### src/rtl/state_transition_sequencer_pkg.sv
// state_transition_sequencer_pkg
//   Shared constants and helpers for the state transition sequencer:
//   state codes, MU levels, Ca2+ threshold levels (Q14), the sequencer FSM
//   encoding and the per-state target lookup.
package state_transition_sequencer_pkg;

  localparam logic [2:0] STATE_NORMAL      = 3'd0;
  localparam logic [2:0] STATE_ANESTHESIA  = 3'd1;
  localparam logic [2:0] STATE_PSYCHEDELIC = 3'd2;
  localparam logic [2:0] STATE_FLOW        = 3'd3;
  localparam logic [2:0] STATE_MEDITATION  = 3'd4;

  localparam logic [15:0] MU_WEAK     = 16'd1;
  localparam logic [15:0] MU_HALF     = 16'd2;
  localparam logic [15:0] MU_FULL     = 16'd4;
  localparam logic [15:0] MU_ENHANCED = 16'd6;

  localparam logic [15:0] CA_LOW  = 16'd4096;
  localparam logic [15:0] CA_MED  = 16'd6144;
  localparam logic [15:0] CA_BASE = 16'd8192;
  localparam logic [15:0] CA_HIGH = 16'd12288;

  typedef enum logic [1:0] {
    SEQ_IDLE,
    SEQ_RAMP,
    SEQ_DWELL
  } seq_state_e;

  typedef struct packed {
    logic [15:0] theta;
    logic [15:0] l6;
    logic [15:0] l5b;
    logic [15:0] l5a;
    logic [15:0] l4;
    logic [15:0] l23;
    logic [15:0] ca;
  } targets_t;

  // Unused codes 5..7 collapse onto NORMAL.
  function automatic logic [2:0] sanitize_code(input logic [2:0] code);
    return (code > STATE_MEDITATION) ? STATE_NORMAL : code;
  endfunction

  function automatic targets_t target_lookup(input logic [2:0] code);
    targets_t t;
    t = '{MU_FULL, MU_FULL, MU_FULL, MU_FULL, MU_FULL, MU_FULL, CA_BASE};
    case (code)
      STATE_ANESTHESIA:
        t = '{MU_HALF, MU_ENHANCED, MU_HALF, MU_HALF, MU_WEAK, MU_WEAK, CA_HIGH};
      STATE_PSYCHEDELIC:
        t = '{MU_FULL, MU_HALF, MU_FULL, MU_FULL, MU_ENHANCED, MU_ENHANCED, CA_LOW};
      STATE_FLOW:
        t = '{MU_FULL, MU_HALF, MU_ENHANCED, MU_ENHANCED, MU_FULL, MU_FULL, CA_BASE};
      STATE_MEDITATION:
        t = '{MU_FULL, MU_FULL, MU_HALF, MU_HALF, MU_HALF, MU_HALF, CA_MED};
      default: ;
    endcase
    return t;
  endfunction

endpackage

### src/rtl/state_transition_sequencer_if.sv
// state_transition_sequencer_if
//   Request handshake between the host/state-select logic and the sequencer.
//   req_state : requested state code
//   req_valid : request valid (master drives)
//   req_ready : pending slot empty (sequencer drives)
interface state_transition_sequencer_if;
  logic [2:0] req_state;
  logic       req_valid;
  logic       req_ready;

  modport master (output req_state, output req_valid, input req_ready);
  modport slave  (input req_state, input req_valid, output req_ready);
endinterface

### src/rtl/state_transition_sequencer_ramp_stepper.sv
// ramp_stepper
//   Single channel that moves a signed value toward a target by at most STEP
//   per enabled cycle, landing exactly on the target without overshoot.
//   clk, rst_n     : clock, synchronous active-low reset (value -> RESET_VAL)
//   step_en        : advance one step this cycle
//   target         : value to approach
//   value          : current registered value
//   next_at_target : value will equal target after this edge
module ramp_stepper #(
  parameter int unsigned WIDTH     = 18,
  parameter int unsigned STEP      = 1,
  parameter int          RESET_VAL = 0
) (
  input  logic                    clk,
  input  logic                    rst_n,
  input  logic                    step_en,
  input  logic signed [WIDTH-1:0] target,
  output logic signed [WIDTH-1:0] value,
  output logic                    next_at_target
);

  localparam logic signed [WIDTH:0] STEP_EXT = (WIDTH+1)'(STEP);

  logic signed [WIDTH-1:0] value_q, value_d;
  logic signed [WIDTH:0]   diff;

  always_comb begin
    diff    = {target[WIDTH-1], target} - {value_q[WIDTH-1], value_q};
    value_d = value_q;
    if (step_en) begin
      if (diff > STEP_EXT)       value_d = value_q + WIDTH'(STEP);
      else if (diff < -STEP_EXT) value_d = value_q - WIDTH'(STEP);
      else                       value_d = target;
    end
    next_at_target = (value_d == target);
  end

  always_ff @(posedge clk) begin
    if (!rst_n) value_q <= WIDTH'(RESET_VAL);
    else        value_q <= value_d;
  end

  assign value = value_q;

endmodule

### src/rtl/state_transition_sequencer.sv
// state_transition_sequencer
//   Accepts consciousness-state change requests, ramps the six per-layer MU
//   values and the Ca2+ threshold toward the new targets on clk_en, then holds
//   a minimum dwell before the next transition. One request is buffered.
//   Optional macro STATE_SEQ_STATS_EN adds transition_count (saturating).
//   Ports:
//     clk, rst_n     : clock, synchronous active-low reset
//     clk_en         : update strobe; ramp and dwell advance only on it
//     req_if         : request handshake (slave)
//     state_current  : last fully reached state
//     busy           : FSM not idle
//     mu_dt_*        : ramped MU values
//     ca_threshold   : ramped Ca2+ threshold (Q FRAC)
//     transition_count : completed transitions (only with STATE_SEQ_STATS_EN)
module state_transition_sequencer
  import state_transition_sequencer_pkg::*;
#(
  parameter int unsigned WIDTH       = 18,
  parameter int unsigned FRAC        = 14,
  parameter int unsigned CA_STEP     = 16,
  parameter int unsigned DWELL_TICKS = 400
) (
  input  logic                    clk,
  input  logic                    rst_n,
  input  logic                    clk_en,
  state_transition_sequencer_if.slave req_if,
  output logic [2:0]              state_current,
  output logic                    busy,
  output logic signed [WIDTH-1:0] mu_dt_theta,
  output logic signed [WIDTH-1:0] mu_dt_l6,
  output logic signed [WIDTH-1:0] mu_dt_l5b,
  output logic signed [WIDTH-1:0] mu_dt_l5a,
  output logic signed [WIDTH-1:0] mu_dt_l4,
  output logic signed [WIDTH-1:0] mu_dt_l23,
`ifdef STATE_SEQ_STATS_EN
  output logic [15:0]             transition_count,
`endif
  output logic signed [WIDTH-1:0] ca_threshold
);

  localparam int unsigned DW = $clog2(DWELL_TICKS + 1);
  localparam int unsigned NCH = 7;

  seq_state_e    state_q, state_d;
  logic          pending_valid_q, pending_valid_d;
  logic [2:0]    pending_code_q, pending_code_d;
  logic [2:0]    target_code_q, target_code_d;
  logic [2:0]    state_current_q, state_current_d;
  logic [DW-1:0] dwell_q, dwell_d;
  logic          ramp_done;

  targets_t                tgt;
  logic signed [WIDTH-1:0] tgt_val [NCH];
  logic signed [WIDTH-1:0] ch_val  [NCH];
  logic [NCH-1:0]          ch_at;
  logic                    step_en;

  // FRAC documents the Q-format of ca_threshold; targets are already scaled.
  logic unused_frac;
  assign unused_frac = (FRAC == 0);

  assign tgt     = target_lookup(target_code_q);
  assign step_en = (state_q == SEQ_RAMP) && clk_en;

  always_comb begin
    tgt_val[0] = $signed(WIDTH'(tgt.theta));
    tgt_val[1] = $signed(WIDTH'(tgt.l6));
    tgt_val[2] = $signed(WIDTH'(tgt.l5b));
    tgt_val[3] = $signed(WIDTH'(tgt.l5a));
    tgt_val[4] = $signed(WIDTH'(tgt.l4));
    tgt_val[5] = $signed(WIDTH'(tgt.l23));
    tgt_val[6] = $signed(WIDTH'(tgt.ca));
  end

  // Channels 0..5 are MU (unit step), channel 6 is the Ca2+ threshold.
  for (genvar i = 0; i < NCH; i++) begin : g_ch
    ramp_stepper #(
      .WIDTH    (WIDTH),
      .STEP     ((i == NCH-1) ? CA_STEP : 1),
      .RESET_VAL((i == NCH-1) ? int'(CA_BASE) : int'(MU_FULL))
    ) u_step (
      .clk           (clk),
      .rst_n         (rst_n),
      .step_en       (step_en),
      .target        (tgt_val[i]),
      .value         (ch_val[i]),
      .next_at_target(ch_at[i])
    );
  end

  always_comb begin
    state_d         = state_q;
    pending_valid_d = pending_valid_q;
    pending_code_d  = pending_code_q;
    target_code_d   = target_code_q;
    state_current_d = state_current_q;
    dwell_d         = dwell_q;
    ramp_done       = 1'b0;

    // Accept and consume are exclusive: accept needs an empty slot.
    if (req_if.req_valid && !pending_valid_q) begin
      pending_valid_d = 1'b1;
      pending_code_d  = sanitize_code(req_if.req_state);
    end

    case (state_q)
      SEQ_IDLE: begin
        if (pending_valid_q) begin
          pending_valid_d = 1'b0;
          if (pending_code_q != state_current_q) begin
            target_code_d = pending_code_q;
            state_d       = SEQ_RAMP;
          end
        end
      end
      SEQ_RAMP: begin
        // Finish on the tick whose update lands every channel on target.
        if (clk_en && (&ch_at)) begin
          state_current_d = target_code_q;
          dwell_d         = DW'(DWELL_TICKS - 1);
          state_d         = SEQ_DWELL;
          ramp_done       = 1'b1;
        end
      end
      SEQ_DWELL: begin
        if (clk_en) begin
          if (dwell_q == '0) state_d = SEQ_IDLE;
          else               dwell_d = dwell_q - DW'(1);
        end
      end
      default: state_d = SEQ_IDLE;
    endcase
  end

  always_ff @(posedge clk) begin
    if (!rst_n) begin
      state_q         <= SEQ_IDLE;
      pending_valid_q <= 1'b0;
      pending_code_q  <= STATE_NORMAL;
      target_code_q   <= STATE_NORMAL;
      state_current_q <= STATE_NORMAL;
      dwell_q         <= '0;
    end else begin
      state_q         <= state_d;
      pending_valid_q <= pending_valid_d;
      pending_code_q  <= pending_code_d;
      target_code_q   <= target_code_d;
      state_current_q <= state_current_d;
      dwell_q         <= dwell_d;
    end
  end

`ifdef STATE_SEQ_STATS_EN
  logic [15:0] transition_count_q, transition_count_d;

  always_comb begin
    transition_count_d = transition_count_q;
    if (ramp_done && (transition_count_q != '1))
      transition_count_d = transition_count_q + 16'd1;
  end

  always_ff @(posedge clk) begin
    if (!rst_n) transition_count_q <= '0;
    else        transition_count_q <= transition_count_d;
  end

  assign transition_count = transition_count_q;
`else
  logic unused_ramp_done;
  assign unused_ramp_done = ramp_done;
`endif

  assign req_if.req_ready = !pending_valid_q;
  assign busy             = (state_q != SEQ_IDLE);
  assign state_current    = state_current_q;
  assign mu_dt_theta      = ch_val[0];
  assign mu_dt_l6         = ch_val[1];
  assign mu_dt_l5b        = ch_val[2];
  assign mu_dt_l5a        = ch_val[3];
  assign mu_dt_l4         = ch_val[4];
  assign mu_dt_l23        = ch_val[5];
  assign ca_threshold     = ch_val[6];

endmodule
### src/flat_wrapper.sv
// flat-port wrapper written by rule: the top's interface ports become plain ports
module state_transition_sequencer_flat import state_transition_sequencer_pkg::*;
#(
  parameter int unsigned WIDTH       = 18,
  parameter int unsigned FRAC        = 14,
  parameter int unsigned CA_STEP     = 16,
  parameter int unsigned DWELL_TICKS = 400
)
  (clk, rst_n, clk_en, state_current, busy, mu_dt_theta, mu_dt_l6, mu_dt_l5b, mu_dt_l5a, mu_dt_l4, mu_dt_l23, ca_threshold, req_if_req_state, req_if_req_valid, req_if_req_ready);
  state_transition_sequencer_if req_if_i ();
  input  logic clk;
  input  logic rst_n;
  input  logic clk_en;
  output logic [2:0] state_current;
  output logic busy;
  output logic signed [WIDTH-1:0] mu_dt_theta;
  output logic signed [WIDTH-1:0] mu_dt_l6;
  output logic signed [WIDTH-1:0] mu_dt_l5b;
  output logic signed [WIDTH-1:0] mu_dt_l5a;
  output logic signed [WIDTH-1:0] mu_dt_l4;
  output logic signed [WIDTH-1:0] mu_dt_l23;
  output logic signed [WIDTH-1:0] ca_threshold;
  input wire logic [$bits(req_if_i.req_state)-1:0] req_if_req_state;
  input wire logic [$bits(req_if_i.req_valid)-1:0] req_if_req_valid;
  output wire logic [$bits(req_if_i.req_ready)-1:0] req_if_req_ready;
  assign req_if_i.req_state = req_if_req_state;
  assign req_if_i.req_valid = req_if_req_valid;
  assign req_if_req_ready = req_if_i.req_ready;
  state_transition_sequencer #(.WIDTH(WIDTH), .FRAC(FRAC), .CA_STEP(CA_STEP), .DWELL_TICKS(DWELL_TICKS)) u_core (.clk(clk), .rst_n(rst_n), .clk_en(clk_en), .req_if(req_if_i), .state_current(state_current), .busy(busy), .mu_dt_theta(mu_dt_theta), .mu_dt_l6(mu_dt_l6), .mu_dt_l5b(mu_dt_l5b), .mu_dt_l5a(mu_dt_l5a), .mu_dt_l4(mu_dt_l4), .mu_dt_l23(mu_dt_l23), .ca_threshold(ca_threshold));
endmodule
### config.mk
export PLATFORM = sky130hd
export DESIGN_NAME = state_transition_sequencer_flat
export DESIGN_NICKNAME = d
export VERILOG_FILES = /design/src/rtl/state_transition_sequencer_pkg.sv /design/src/rtl/state_transition_sequencer_if.sv /design/src/rtl/state_transition_sequencer_ramp_stepper.sv /design/src/rtl/state_transition_sequencer.sv /design/src/flat_wrapper.sv
export SDC_FILE = /design/constraint.sdc
export NUM_CORES = 1
export LEC_CHECK = 0
export CORE_UTILIZATION = 57
export DETAILED_ROUTE_END_ITERATION = 7
export GPL_TIMING_DRIVEN = 0
export PLACE_DENSITY = 0.8
export REMOVE_ABC_BUFFERS = 1
export SLEW_MARGIN = 20
export SYNTH_ARGS = -nofsm -noshare
export SYNTH_HDL_FRONTEND = slang
export SYNTH_HIERARCHICAL = 1
export SYNTH_SLANG_ARGS = --single-unit
### constraint.sdc
create_clock -name clk -period 6.4 [get_ports clk]
set_clock_uncertainty 0.15 [all_clocks]
set_input_delay 0.64 -clock clk [delete_from_list [all_inputs] [get_ports clk]]
set_output_delay 0.64 -clock clk [all_outputs]
set_load 0.03 [all_outputs]
==> results_dict.tcl <==
set metrics [dict create \
    number_of_slew_limit_violations_in_the_final_report 0 \
    rr_worst_depth 27 \
    tritoncts "built" \
    drc 6 \
    syn2layout_area_growth_pct 20.67 \
    critPathCapture "u_core/dwell_q[6]" \
    max-vdd-ir-drop_mv 0.2376 \
    clock_tree.buffer_depth 2 \
    tritoncts.num_buffers 17 \
    top_level_ports 138 \
    start_util 0.5805 \
    globalRouteTotalUtil 0.3559 \
    worst_setup_path_end_kind "register" \
    postSynth.asyncResetShare 0 \
    io_buffers 137 \
    crit-reg2reg-capture "u_core/dwell_q[6]" \
    report.final.setup_viol 11 \
    floorplan.core_area_sq_um 42130 \
    seq_area_frac_synth 0.1203 \
    grt_setup_unrepaired "true" \
    globalplace.congestion 0.9850 \
    worst_slew_margin_rel 0.3238 \
    synth.top_cells.by_count "sky130_fd_sc_hd__nor2_1 (313), sky130_fd_sc_hd__a21oi_1 (305), sky130_fd_sc_hd__nand2_1 (269)" \
    ys.flop_type "sky130_fd_sc_hd__dfxtp_1" \
    synth_area_sq_um 24460 \
    diodes_inserted 0 \
    timing_startpoint_of_the_critical_path "u_core/target_code_q[2]" \
    clkSinkCount 147 \
    power_mw 3.368 \
    timing.max_cap.violations 0 \
    grt_first_pass_wirelength_um 129100 \
    worstHoldPathType "reg2reg" \
    period_needed_ns 6.531 \
    worst_setup_hold_path_clk_slew_ns 0.07 \
    flops_latches_synth 147 \
    syn-instance-count 3530 \
    finalNonFillerCells 4594 \
    synth.avg_cell_area_sq_um 6.929 \
    yosys.cell_count.top_type "sky130_fd_sc_hd__nor2_1" \
    ys_top_cells_by_area "sky130_fd_sc_hd__dfxtp_1 (12%), sky130_fd_sc_hd__ha_1 (7.2%), sky130_fd_sc_hd__xnor2_1 (6.4%)" \
    ys_warns 6 \
    finalHoldWorstSlack_ns 0.3345 \
    crit_path_start_kind "register" \
    path_class "reg2reg" \
    maximum_number_of_pins_on_one_net_before_global_route_repair 49 \
    layout_worst_path_cycle_share 1.020 \
    drt_first_iter_violations 3021 \
    finalHoldViolations 0 \
    finalNetCount 4197 \
    critical_path_required_ns 6.65 \
    initial_antenna_violation_count 0 \
    routed-via-count 28962 \
    via_per_inst 6.304 \
    failed_checks "design-rule violations, negative setup slack" \
    worst-slew-pin-transition_ns 1.014 \
    power.density_cell_area_nw_per_um2 114.1 \
    synth_cell_types 100 \
    clkLatencyLatePin_ns 0.51 \
    chipWidth_um 209.2 \
    routed_wirelength_um 81050 \
    placementRows 75 \
    fillers 3652 \
    first_global_vias 25832 \
    synth_top_cell_area_share 0.1203 \
    dp_cells 4523 \
    grt_overflow_total 0 \
    avgRoutedWirePerCell_um 17.64 \
    detail_route.first_pass.iterations 8 \
    setup_slack_on_the_worst_flop_to_flop_path_ns -0.13 \
    finalWorstSetupSlack_ns -0.1306 \
    status "finished, violations left" \
    highest_fanout_seen_on_the_critical_path 7 \
    cellLeakagePower_nw 10.77 \
    die_height_um 209.2 \
    detail-route-antenna-nets 0 \
    edff_count_synth 0 \
    dp_wirelength_um 59430 \
    fmax_mhz 153.1 \
    clock-root-buffer "sky130_fd_sc_hd__clkbuf_16" \
    synthDominantAreaCellType "sky130_fd_sc_hd__dfxtp_1" \
    cts.htree.levels 4 \
    fp.dieArea_sq_um 43740 \
    worstReg2RegStart "u_core/target_code_q[2]" \
    drive_gt1_frac 0.07423 \
    critical_path_arrival_ns 6.78 \
]
==> registers in the layout (all words and copies together) (netlist names) <==
register / flops
u_core/g_ch.u_step/value: 126
u_core/dwell_q: 9
u_core/state_current: 3
u_core/target_code_q: 3
u_core/state_q: 2
u_core/pending_code_q: 3
u_core/pending_valid_q: 1
==> critical path: stages, from the launching register on <==
cell	delay [ns]
sky130_fd_sc_hd__dfxtp_4	0.40
sky130_fd_sc_hd__nor2_4	0.04
sky130_fd_sc_hd__nand2_2	0.11
sky130_fd_sc_hd__clkinvlp_4	0.17
sky130_fd_sc_hd__buf_4	0.18
sky130_fd_sc_hd__nor2_4	0.12
sky130_fd_sc_hd__buf_12	0.13
sky130_fd_sc_hd__buf_6	0.16
sky130_fd_sc_hd__ha_4	0.23
sky130_fd_sc_hd__o211ai_1	0.24
sky130_fd_sc_hd__a21o_1	0.24
sky130_fd_sc_hd__a2111oi_0	0.15
sky130_fd_sc_hd__a211oi_1	0.36
sky130_fd_sc_hd__nand4_1	0.15
sky130_fd_sc_hd__or4_4	0.58
sky130_fd_sc_hd__or2_2	0.34
sky130_fd_sc_hd__mux2_2	0.28
sky130_fd_sc_hd__a2111o_1	0.43
sky130_fd_sc_hd__xor2_2	0.22
sky130_fd_sc_hd__o2111a_1	0.20
sky130_fd_sc_hd__nand4bb_1	0.15
sky130_fd_sc_hd__nor4_4	0.36
sky130_fd_sc_hd__nand4_1	0.16
sky130_fd_sc_hd__buf_6	0.18
sky130_fd_sc_hd__nor3_4	0.23
sky130_fd_sc_hd__buf_4	0.17
sky130_fd_sc_hd__nor2_4	0.05
sky130_fd_sc_hd__o221a_2	0.24
==> layout make-up <==
type / instances / area, sq um / area share
multi-input combinational: 3449 / 22350 / 0.7572
tap: 539 / 674.4 / 0.02285
sequential: 147 / 2955 / 0.1001
clock inverter: 15 / 212.7 / 0.007207
timing repair buffer: 197 / 2028 / 0.06872
clock buffer: 17 / 425.4 / 0.01441
inverter: 230 / 869.6 / 0.02946
==> power by group <==
part	total, mW	internal [mW]	switching (mW)
sequential	0.945	0.922	0.0222
clock	1.18	0.634	0.542
combinational	1.25	0.461	0.786
==> timing repair <==
item | CTS | global route
endpoints found under the setup margin | 14 | 14
gates resized for setup | 56 | 66
pin swaps | 17 | 38
setup buffers | 17 | 22
hold buffers | 0 | 0
==> worst min-delay path by stage <==
stage                                   end  slack [ns]              start  cells past startpoint
after floorplan           u_core/dwell_q[7]        0.30  u_core/dwell_q[7]                      2
after global placement    u_core/dwell_q[7]        0.33  u_core/dwell_q[7]                      2
after detailed placement  u_core/dwell_q[7]        0.32  u_core/dwell_q[7]                      2
after CTS                 u_core/dwell_q[7]        0.33  u_core/dwell_q[7]                      2
after global routing      u_core/dwell_q[7]        0.35  u_core/dwell_q[7]                      2
final                     u_core/dwell_q[7]        0.33  u_core/dwell_q[7]                      2
==> per-layer routing <==
layer  routed length [um]  vias up  track usage  part of all wire
met4                 2506        0       0.1519             0.031
met2                37170     1489       0.5753              0.46
met3                 6918      199      0.05741             0.085
li1                     -    13909            -                 -
met1                34460    13365       0.4675              0.43
met5                    0        -            0                 0
==> cells by family (layout without fill, tap and decap cells) <==
| family | Yosys count | after routing | synth area share |
|---|---|---|---|
| compound gates | 1187 | 1187 | 0.3412 |
| xor+xnor | 238 | 238 | 0.08522 |
| fa+ha+maj | 148 | 148 | 0.07786 |
| buf+inv | 409 | 459 | 0.06404 |
| flops | 147 | 147 | 0.1203 |
| mux | 57 | 57 | 0.02701 |
| other cells | 1 | 476 | 0.0001533 |
| simple gates | 1343 | 1343 | 0.2842 |
==> metrics by stage <==
step	worst slack, ns	TNS (ns)	instance area (sq um)	util
after CTS	0.0001097	0	28990	0.6880
after global placement	-15.32	-1633.35	27590	0.6547
after floorplan	-6.204	-564.73	25540	-
after global routing	-0.2626	-2.665	29510	0.7005
after detailed placement	-2.219	-28.32	27960	0.6636
final	-0.1306	-1.025	29510	0.7005
==> placed cells by master (no fill, tap or decap), drive strengths merged, types with 26 or more instances in the layout <==
cell / instances
and2: 46
a21oi: 307
nand2b: 28
and3: 52
buf: 61
ha: 141
xnor2: 179
o21ai: 238
a2111oi: 32
mux2i: 39
nor2: 314
a31oi: 52
nand4: 82
conb: 476
xor2: 59
clkdlybuf4s50: 136
a21o: 42
nand3: 180
dfxtp: 147
a211oi: 98
a22oi: 32
nand2: 270
nor4: 61
nor3: 129
o211ai: 36
o22ai: 34
inv: 232
a22o: 26
or3: 46
o221ai: 32
No activity file was read; power rests on OpenSTA's default activity.
